[src/rtl/bus_select_sequencer.sv]
// bus_select_sequencer
//   Timing and control stage for one basic-computer instruction cycle. It drives
//   the 3-bit Selection input of the common-bus 8x1 multiplexer and the register
//   load/increment and memory strobes. The sequence counter steps T0..T6. The
//   opcode and indirect bit are latched from IR at the end of T2.
//
// Ports
//   Clock, Reset     rising-edge clock, asynchronous active-high reset
//   Start            one-cycle pulse; leaves halt and begins fetch at T0
//   IR               instruction register contents, valid from T2
//   DR_zero          DR == 0, sampled in T6 of ISZ
//   Selection        bus source: 0 none,1 AR,2 PC,3 DR,4 AC,5 IR,6 TR,7 Memory
//   *_load/*_inc     register strobes, applied at the next Clock edge
//   Mem_read/write   memory strobes
//   ALU_op           0 AND, 1 ADD, 2 LOAD(DR), 3 none
//   RegRef_exec      register-reference execute pulse (downstream decodes IR[11:0])
//   Running, SC      sequencing state, exported for debug/bench visibility
//
// All outputs are Moore-decoded from {Running, SC, Op, I}, so the asynchronous
// reset forces every strobe low as soon as Reset rises. The one exception is the
// ISZ T6 PC_inc, which is additionally qualified by DR_zero.
module bus_select_sequencer #(
  parameter int W    = 16,
  parameter int SC_W = 3
) (
  input  logic            Clock,
  input  logic            Reset,
  input  logic            Start,
  input  logic [W-1:0]    IR,
  input  logic            DR_zero,
  output logic [2:0]      Selection,
  output logic            AR_load,
  output logic            AR_inc,
  output logic            PC_load,
  output logic            PC_inc,
  output logic            DR_load,
  output logic            DR_inc,
  output logic            AC_load,
  output logic            IR_load,
  output logic            Mem_read,
  output logic            Mem_write,
  output logic [1:0]      ALU_op,
  output logic            RegRef_exec,
  output logic            Running,
  output logic [SC_W-1:0] SC
);

  logic            r_running;
  logic [SC_W-1:0] r_sc;
  logic [2:0]      r_op;
  logic            r_i;

  logic            w_running_nxt;
  logic [SC_W-1:0] w_sc_nxt;
  logic            w_clear;
  logic            w_halt;

  // Only the opcode, indirect bit and IR[0] (HLT) matter at this stage.
  logic            w_unused_ir;
  assign w_unused_ir = ^IR[W-5:1];

  // State register
  always_ff @(posedge Clock or posedge Reset) begin
    if (Reset) begin
      r_running <= 1'b0;
      r_sc      <= '0;
      r_op      <= 3'd0;
      r_i       <= 1'b0;
    end else begin
      r_running <= w_running_nxt;
      r_sc      <= w_sc_nxt;
      if (r_running && (r_sc == SC_W'(2))) begin
        r_op <= IR[W-2:W-4];
        r_i  <= IR[W-1];
      end
    end
  end

  // Next-state logic. Start is only honoured while halted, so a Start that
  // coincides with the HLT clear leaves the block halted.
  always_comb begin
    w_running_nxt = r_running;
    w_sc_nxt      = r_sc;
    if (!r_running) begin
      w_sc_nxt = '0;
      if (Start) w_running_nxt = 1'b1;
    end else begin
      w_sc_nxt = w_clear ? '0 : r_sc + SC_W'(1);
      if (w_halt) w_running_nxt = 1'b0;
    end
  end

  // Output decode. Step/opcode pairs that cannot occur fall through to clear,
  // which also covers a forced SC of 7.
  always_comb begin
    Selection   = 3'd0;
    AR_load     = 1'b0;
    AR_inc      = 1'b0;
    PC_load     = 1'b0;
    PC_inc      = 1'b0;
    DR_load     = 1'b0;
    DR_inc      = 1'b0;
    AC_load     = 1'b0;
    IR_load     = 1'b0;
    Mem_read    = 1'b0;
    Mem_write   = 1'b0;
    ALU_op      = 2'd3;
    RegRef_exec = 1'b0;
    w_clear     = 1'b0;
    w_halt      = 1'b0;
    if (r_running) begin
      case (r_sc)
        SC_W'(0): begin Selection = 3'd2; AR_load = 1'b1; end
        SC_W'(1): begin Selection = 3'd7; Mem_read = 1'b1; IR_load = 1'b1; PC_inc = 1'b1; end
        SC_W'(2): begin Selection = 3'd5; AR_load = 1'b1; end
        SC_W'(3): begin
          if (r_op != 3'd7) begin
            if (r_i) begin Selection = 3'd7; Mem_read = 1'b1; AR_load = 1'b1; end
          end else begin
            w_clear = 1'b1;
            if (!r_i) begin
              RegRef_exec = 1'b1;
              w_halt      = IR[0];
            end
          end
        end
        SC_W'(4): begin
          case (r_op)
            3'd0, 3'd1, 3'd2, 3'd6: begin Selection = 3'd7; Mem_read = 1'b1; DR_load = 1'b1; end
            3'd3: begin Selection = 3'd4; Mem_write = 1'b1; w_clear = 1'b1; end
            3'd4: begin Selection = 3'd1; PC_load = 1'b1; w_clear = 1'b1; end
            3'd5: begin Selection = 3'd2; Mem_write = 1'b1; AR_inc = 1'b1; end
            default: w_clear = 1'b1;
          endcase
        end
        SC_W'(5): begin
          case (r_op)
            3'd0, 3'd1, 3'd2: begin AC_load = 1'b1; ALU_op = r_op[1:0]; w_clear = 1'b1; end
            3'd5: begin Selection = 3'd1; PC_load = 1'b1; w_clear = 1'b1; end
            3'd6: DR_inc = 1'b1;
            default: w_clear = 1'b1;
          endcase
        end
        SC_W'(6): begin
          w_clear = 1'b1;
          if (r_op == 3'd6) begin
            Selection = 3'd3;
            Mem_write = 1'b1;
            PC_inc    = DR_zero;
          end
        end
        default: w_clear = 1'b1;
      endcase
    end
  end

  assign Running = r_running;
  assign SC      = r_sc;

endmodule
[config.mk]
export PLATFORM = sky130hd
export DESIGN_NAME = bus_select_sequencer
export DESIGN_NICKNAME = d
export VERILOG_FILES = /design/src/rtl/bus_select_sequencer.sv
export SDC_FILE = /design/constraint.sdc
export NUM_CORES = 1
export LEC_CHECK = 0
export ABC_AREA = 1
export CORE_MARGIN = 4
export CORE_UTILIZATION = 38
export DETAILED_ROUTE_END_ITERATION = 12
export PLACE_DENSITY = 0.8
export SLEW_MARGIN = 20
export SYNTH_ARGS = -nofsm -noshare
export SYNTH_HDL_FRONTEND = slang
export SYNTH_SLANG_ARGS = --single-unit
[constraint.sdc]
create_clock -name Clock -period 1.8 [get_ports Clock]
set_clock_uncertainty 0.15 [all_clocks]
set_input_delay 0.27 -clock Clock [delete_from_list [all_inputs] [get_ports Clock]]
set_output_delay 0.27 -clock Clock [all_outputs]
set_load 0.01 [all_outputs]
==> impl_metrics.ini, run 1 <==
[run_status]
status = finished, violations left
failed_checks = setup timing

[synthesis]
yosys.area_share.simple_pct = 42.4
synth_cells = 107
syn_nets = 132
synth_xor_area_share_pct = 0
synth_top_family_by_area = simple AND/OR/NAND/NOR gates
ys_seq_area_share_pct = 27.0
synth_compound_area_share_pct = 10.5
yosys_warnings = 0
synth-seq-cells = 8
synthAdderAreaFrac_pct = 8.45
ys_types = 21
synthMuxAreaShare_pct = 1.52
synth.avg_cell_area_um2 = 6.92
syn_area_um2 = 741

[floorplan]
die_h_um = 52.2
core_area_mm2 = 0.00178
die_w_um = 52.2
num_rows = 15
dieArea_mm2 = 0.00272
io_pins = 40
start_util_pct = 41.5

[drt]
ant_nets = 0
drc = 0
drtIter0Drc = 11
wire_per_inst_um = 15.3
vias = 985
avgViaCountPerCell = 5.30
wirelength_um = 2840
drtPass1Iterations = 4

[critical_path]
path_cells = ha_2, ha_4, nand4_1, nor3_2, buf_2
start_kind = flip-flop
cp.buffers_inverters = 1
reg2regPathDepth = 6
cp-end-kind = primary output
path_class = reg2out
cp.required_ps = 1380
crit_arrival_ps = 1580
crit_fanout = 4
worst-r2r-setup-slack_ps = 60
path_delay_family = flip-flops
slowest_stage = dfrtp_1
reg2reg_to = r_i
startpoint = SC[1]
r2r_start = SC[1]
cpPeakStageDelay_ps = 400

[global_routing]
grt.overflow.total = 0
grt_use_total_pct = 21.8
grt_pass1_vias = 946
grt_pass1_wl_um = 4280
grt_max_degree = 10
antenna_found_initial = 0

[cells_and_area]
fin_nets = 188
multi_input_area_um2 = 619
fillers = 122
fin_cells = 186
n_antenna_cell = 0
layout-drive-gt1-share_pct = 59.0
most-common-layout-cells = buf_4, nor2_1, buf_2
regArea_um2 = 203
synthToLayoutAreaGrowth_pct = 80.9
final_common_cell = buf_4

[pwr]
powerDensity_mw_per_mm2 = 1630
leakage_nw = 0.659
ir_drop_mv = 0.997
total_power_mw = 2.18

[placed_design]
portBuffers = 28
place_ws_ps = -353
routabilityCongestion = 0.816
hpwl_um = 1760
post-place-cells = 174

[clock_tree]
htreeDepth = 1
clkSinkCount = 8
clockRootBuffer = clkbuf_4
clkTransAtPathRegs_ps = 50
clk_latency_ps = 250
cts_tree = yes
cts.path.max_buffers = 2
numCtsBuffers = 3

[sta]
setup_viol = 16
rsz0062_at_grt = true
fin_hold_ws_ps = 110
finalCriticalPeriod_ps = 2000
finalCritPeriodShare_pct = 111
clock.fmax_mhz = 501
drv_slew = 0
hold_viol = 0
fin_ws_ps = -195
tightest_slew_ps = 336
slew_headroom_pct = 77.6

[hold_path]
hold_class = in2async

[job]
drv_cap = 0
area by class of cell:
| class | instances | area share (%) |
|---|---|---|
| inverters | 13 | 4.20 |
| flip-flops and latches | 8 | 15.1 |
| multi-input cells | 83 | 46.2 |
| clock buffers | 3 | 1.68 |
| well taps | 25 | 2.33 |
| repair buffers | 54 | 30.4 |
logic make-up (layout without fill, tap and decap cells):
| family | Yosys count | in the layout |
|---|---|---|
| simple gates | 63 | 63 |
| flops | 8 | 8 |
| buf+inv | 16 | 70 |
| fa+ha+maj | 5 | 5 |
| mux | 1 | 1 |
| compound gates | 14 | 14 |
Yosys cell counts:
library cell  count  area (um^2)
a21oi_1           8         40.0
a31oi_1           2         12.5
a41oi_1           1         8.76
buf_6             2         22.5
clkbuf_1          1         3.75
dfrtp_1           8          200
ha_1              5         62.6
inv_1             6         22.5
inv_2             7         26.3
mux2_1            1         11.3
nand2_1          15         56.3
nand2_2           5         31.3
nand3_1          13         65.1
nand3_2           6         60.1
nand4_1           1         6.26
nor2_1           19         71.3
nor2_2            2         12.5
nor3_1            1         5.00
o21ai_0           2         10.0
o22ai_1           1         6.26
or2_2             1         6.26
sequential cells by signal (all words and copies together) (netlist names):
register / flops
SC: 3
Running: 1
r_i: 1
r_op: 3
where the power goes:
| part | internal [mW] | total [mW] | switching (mW) |
|---|---|---|---|
| clock | 0.0761 | 0.134 | 0.0583 |
| combinational | 0.758 | 1.63 | 0.870 |
| sequential | 0.261 | 0.419 | 0.159 |
worst max path at each step:
| stage | cells after the start | slack, ps | end |
|---|---|---|---|
| after detailed placement | 9 | -350 | Selection[0] |
| final | 5 | -200 | RegRef_exec |
| after CTS | 5 | -160 | RegRef_exec |
| after floorplan | 8 | 120 | Selection[1] |
| after global routing | 9 | -280 | Selection[0] |
| after global placement | 9 | -310 | Selection[1] |
routing by layer:
metal,GRT usage (%),vias to the layer above,routed length (um)
met5,0,-,0
met4,12.8,0,74
met3,1.72,8,134
met2,42.9,38,1590
met1,21.7,473,1040
li1,-,466,-
per-stage QoR:
stage / area [um^2] / setup TNS (ps) / utilization (%)
final: 1340 / -1300 / 75.2
after global routing: 1340 / -2780 / 75.2
after CTS: 1240 / -877 / 69.8
after detailed placement: 1150 / -4300 / 64.7
after global placement: 1150 / -3680 / 64.7
after floorplan: 741 / 0 / -
repair_timing:
item | in CTS | in global routing
hold endpoints to repair | 0 | 0
buffers inserted | 5 | 4
hold buffers | 0 | 0
gates resized for setup | 93 | 17
pin swaps | 9 | 11
endpoints found under the setup margin | 17 | 17
(Power assumes the default switching activity.)
==> run 2, diff against run 1 <==
--- a/config.mk
+++ b/config.mk
@@ -8,6 +8,7 @@
 export ABC_AREA = 1
 export CORE_MARGIN = 4
 export CORE_UTILIZATION = 38
+export CTS_CLUSTER_SIZE = 20
 export DETAILED_ROUTE_END_ITERATION = 12
 export PLACE_DENSITY = 0.8
 export SLEW_MARGIN = 20
==> constraint.sdc (replaced) <==
create_clock -name Clock -period 1.95 [get_ports Clock]
set_clock_uncertainty 0.15 [all_clocks]
set_input_delay 0.2925 -clock Clock [delete_from_list [all_inputs] [get_ports Clock]]
set_output_delay 0.2925 -clock Clock [all_outputs]
set_load 0.01 [all_outputs]
==> run 2 against run 1 <==
Net effect:
- the flow still finishes with violations (setup timing)
- hold slack gained 15 ps
- combinational power down 17%
- utilization fell by 4.7 points
- total power down 15%
- clock power down 9.7%
==> impl_metrics.ini, run 2 (synthesized netlist as in run 1, its figures left out) <==
[run_status]
status = finished, violations left
failed_checks = setup timing

[floorplan]
die_w_um = 52.2
core_area_mm2 = 0.00178
start_util_pct = 41.5
dieArea_mm2 = 0.00272
num_rows = 15
io_pins = 40
die_h_um = 52.2

[global_routing]
antenna_found_initial = 0
grt_pass1_vias = 892
grt_use_total_pct = 19.4
grt.overflow.total = 0
grt_max_degree = 10
grt_pass1_wl_um = 3930

[cells_and_area]
layout-drive-gt1-share_pct = 51.0
fin_cells = 178
most-common-layout-cells = nor2_1, buf_4, nand2_1
fin_area_mm2 = 0.00126
n_antenna_cell = 0
fin_nets = 180
synthToLayoutAreaGrowth_pct = 69.6

[pwr]
powerDensity_mw_per_mm2 = 1470
pwr-share-seq_pct = 20.3
ir_drop_mv = 0.884
leakage_nw = 0.623
clock_power_share_pct = 6.5
p_int_uw = 920
p_switching_uw = 927
total_power_mw = 1.85
combPwrFrac_pct = 73.1
switching_share_pct = 50.2

[sta]
finalCriticalPeriod_ps = 1980
rsz0062_at_grt = true
fin_ws_ps = -31.1
hold_viol = 0
setup_viol = 2
slew_headroom_pct = 80.8
clock.fmax_mhz = 505
drv_slew = 0
finalCritPeriodShare_pct = 102
tightest_slew_ps = 288
finalSetupTns_ps = -61.6

[placed_design]
place_ws_ps = -273
detailed_place.area_mm2 = 0.00113
post-place-cells = 171
portBuffers = 28
hpwl_um = 1720
routabilityCongestion = 0.746

[clock_tree]
clkSinkCount = 8
clockRootBuffer = clkbuf_4
numCtsBuffers = 3
htreeDepth = 1
cts.path.max_buffers = 2
clk_latency_ps = 250
cts_tree = yes
clkTransAtPathRegs_ps = 50

[drt]
wirelength_um = 2490
drc = 0
drtPass1Iterations = 4
ant_nets = 0
drtIter0Drc = 19
avgViaCountPerCell = 5.30
wire_per_inst_um = 14.0
vias = 943

[critical_path]
crit_arrival_ps = 1540
cpPeakStageDelay_ps = 400
cp.required_ps = 1510
slowest_stage = dfrtp_1
path_class = reg2out
cp-end-kind = primary output
crit_fanout = 5
start_kind = flip-flop
path_cells = buf_6, ha_4, nand2_4, inv_2, nand3_2, nand3_2, nor2_1, nor2_1, buf_2

[job]
drv_cap = 0

[hold_path]
hold_class = in2async
## run 2: metrics by stage
stage	hold slack, ps	util (%)
2_1_floorplan	-41.8	-
3_3_place_gp	393	63.4
3_5_place_dp	401	63.4
4_1_cts	124	68.8
5_1_grt	141	70.5
6_report	125	70.5
## run 2: final timing paths
| path | start | to | slack (ps) | cells after the start |
|---|---|---|---|---|
| setup / recovery | SC[0] | Selection[0] | -30 | 9 |
| min in group Clock | IR[14] | r_op[2] | 460 | 3 |
| hold / removal | Reset | r_i | 120 | 2 |
| hold reg to reg | Running | SC[1] | 540 | 3 |
| max in group asynchronous | Reset | r_op[0] | 1290 | 2 |
| setup reg to reg | SC[1] | r_i | 220 | 6 |
## run 2: power groups by stage
stage	logic, mW	clock network, mW	registers [mW]
2_1_floorplan	0.713	0	0.315
3_3_place_gp	1.16	0	0.342
3_5_place_dp	1.21	0	0.351
4_1_cts	1.27	0.129	0.358
5_1_grt	1.49	0.138	0.389
6_report	1.35	0.121	0.375
## run 2: worst max-delay path, delay by kind of cell (launching register included)
kind / cells / cell delay (ps)
and+or+nand+nor: 5 / 370
buffers and inverters: 3 / 330
DFF: 1 / 400
adders and majority gates: 1 / 180
## run 2: timing repair
item                       CTS  global route
buffers inserted             2             2
setup endpoints to repair   16            16
pin swaps                    4             7
hold buffers                 0             0
cloned                       0             0
hold endpoints to repair     0             0
gates resized for setup     63            30
## run 2: layout make-up
cell class	instances	area (um^2)
fillers	141	527
multi-input cells	83	597
clock buffers	3	22.5
flip-flops and latches	8	203
inverters	13	53.8
well taps	25	31.3
repair buffers	46	349
## run 2: metal layers
| layer | global-route usage, % | share of wire, % | up-vias |
|---|---|---|---|
| met5 | 0 | 0 | - |
| met4 | 11.5 | 2.8 | 0 |
| met3 | 1.15 | 7.1 | 7 |
| met2 | 34.1 | 52 | 44 |
| met1 | 23.0 | 38 | 446 |
| li1 | - | - | 446 |
==> run 3, diff against run 2 <==
--- a/config.mk
+++ b/config.mk
@@ -10,6 +10,7 @@
 export CORE_UTILIZATION = 38
 export CTS_CLUSTER_SIZE = 20
 export DETAILED_ROUTE_END_ITERATION = 12
+export HOLD_SLACK_MARGIN = 0.08
 export PLACE_DENSITY = 0.8
 export SLEW_MARGIN = 20
 export SYNTH_ARGS = -nofsm -noshare
==> results of run 3 <==
Same layout as run 2: the final DEF is identical, and so are final timing and power.
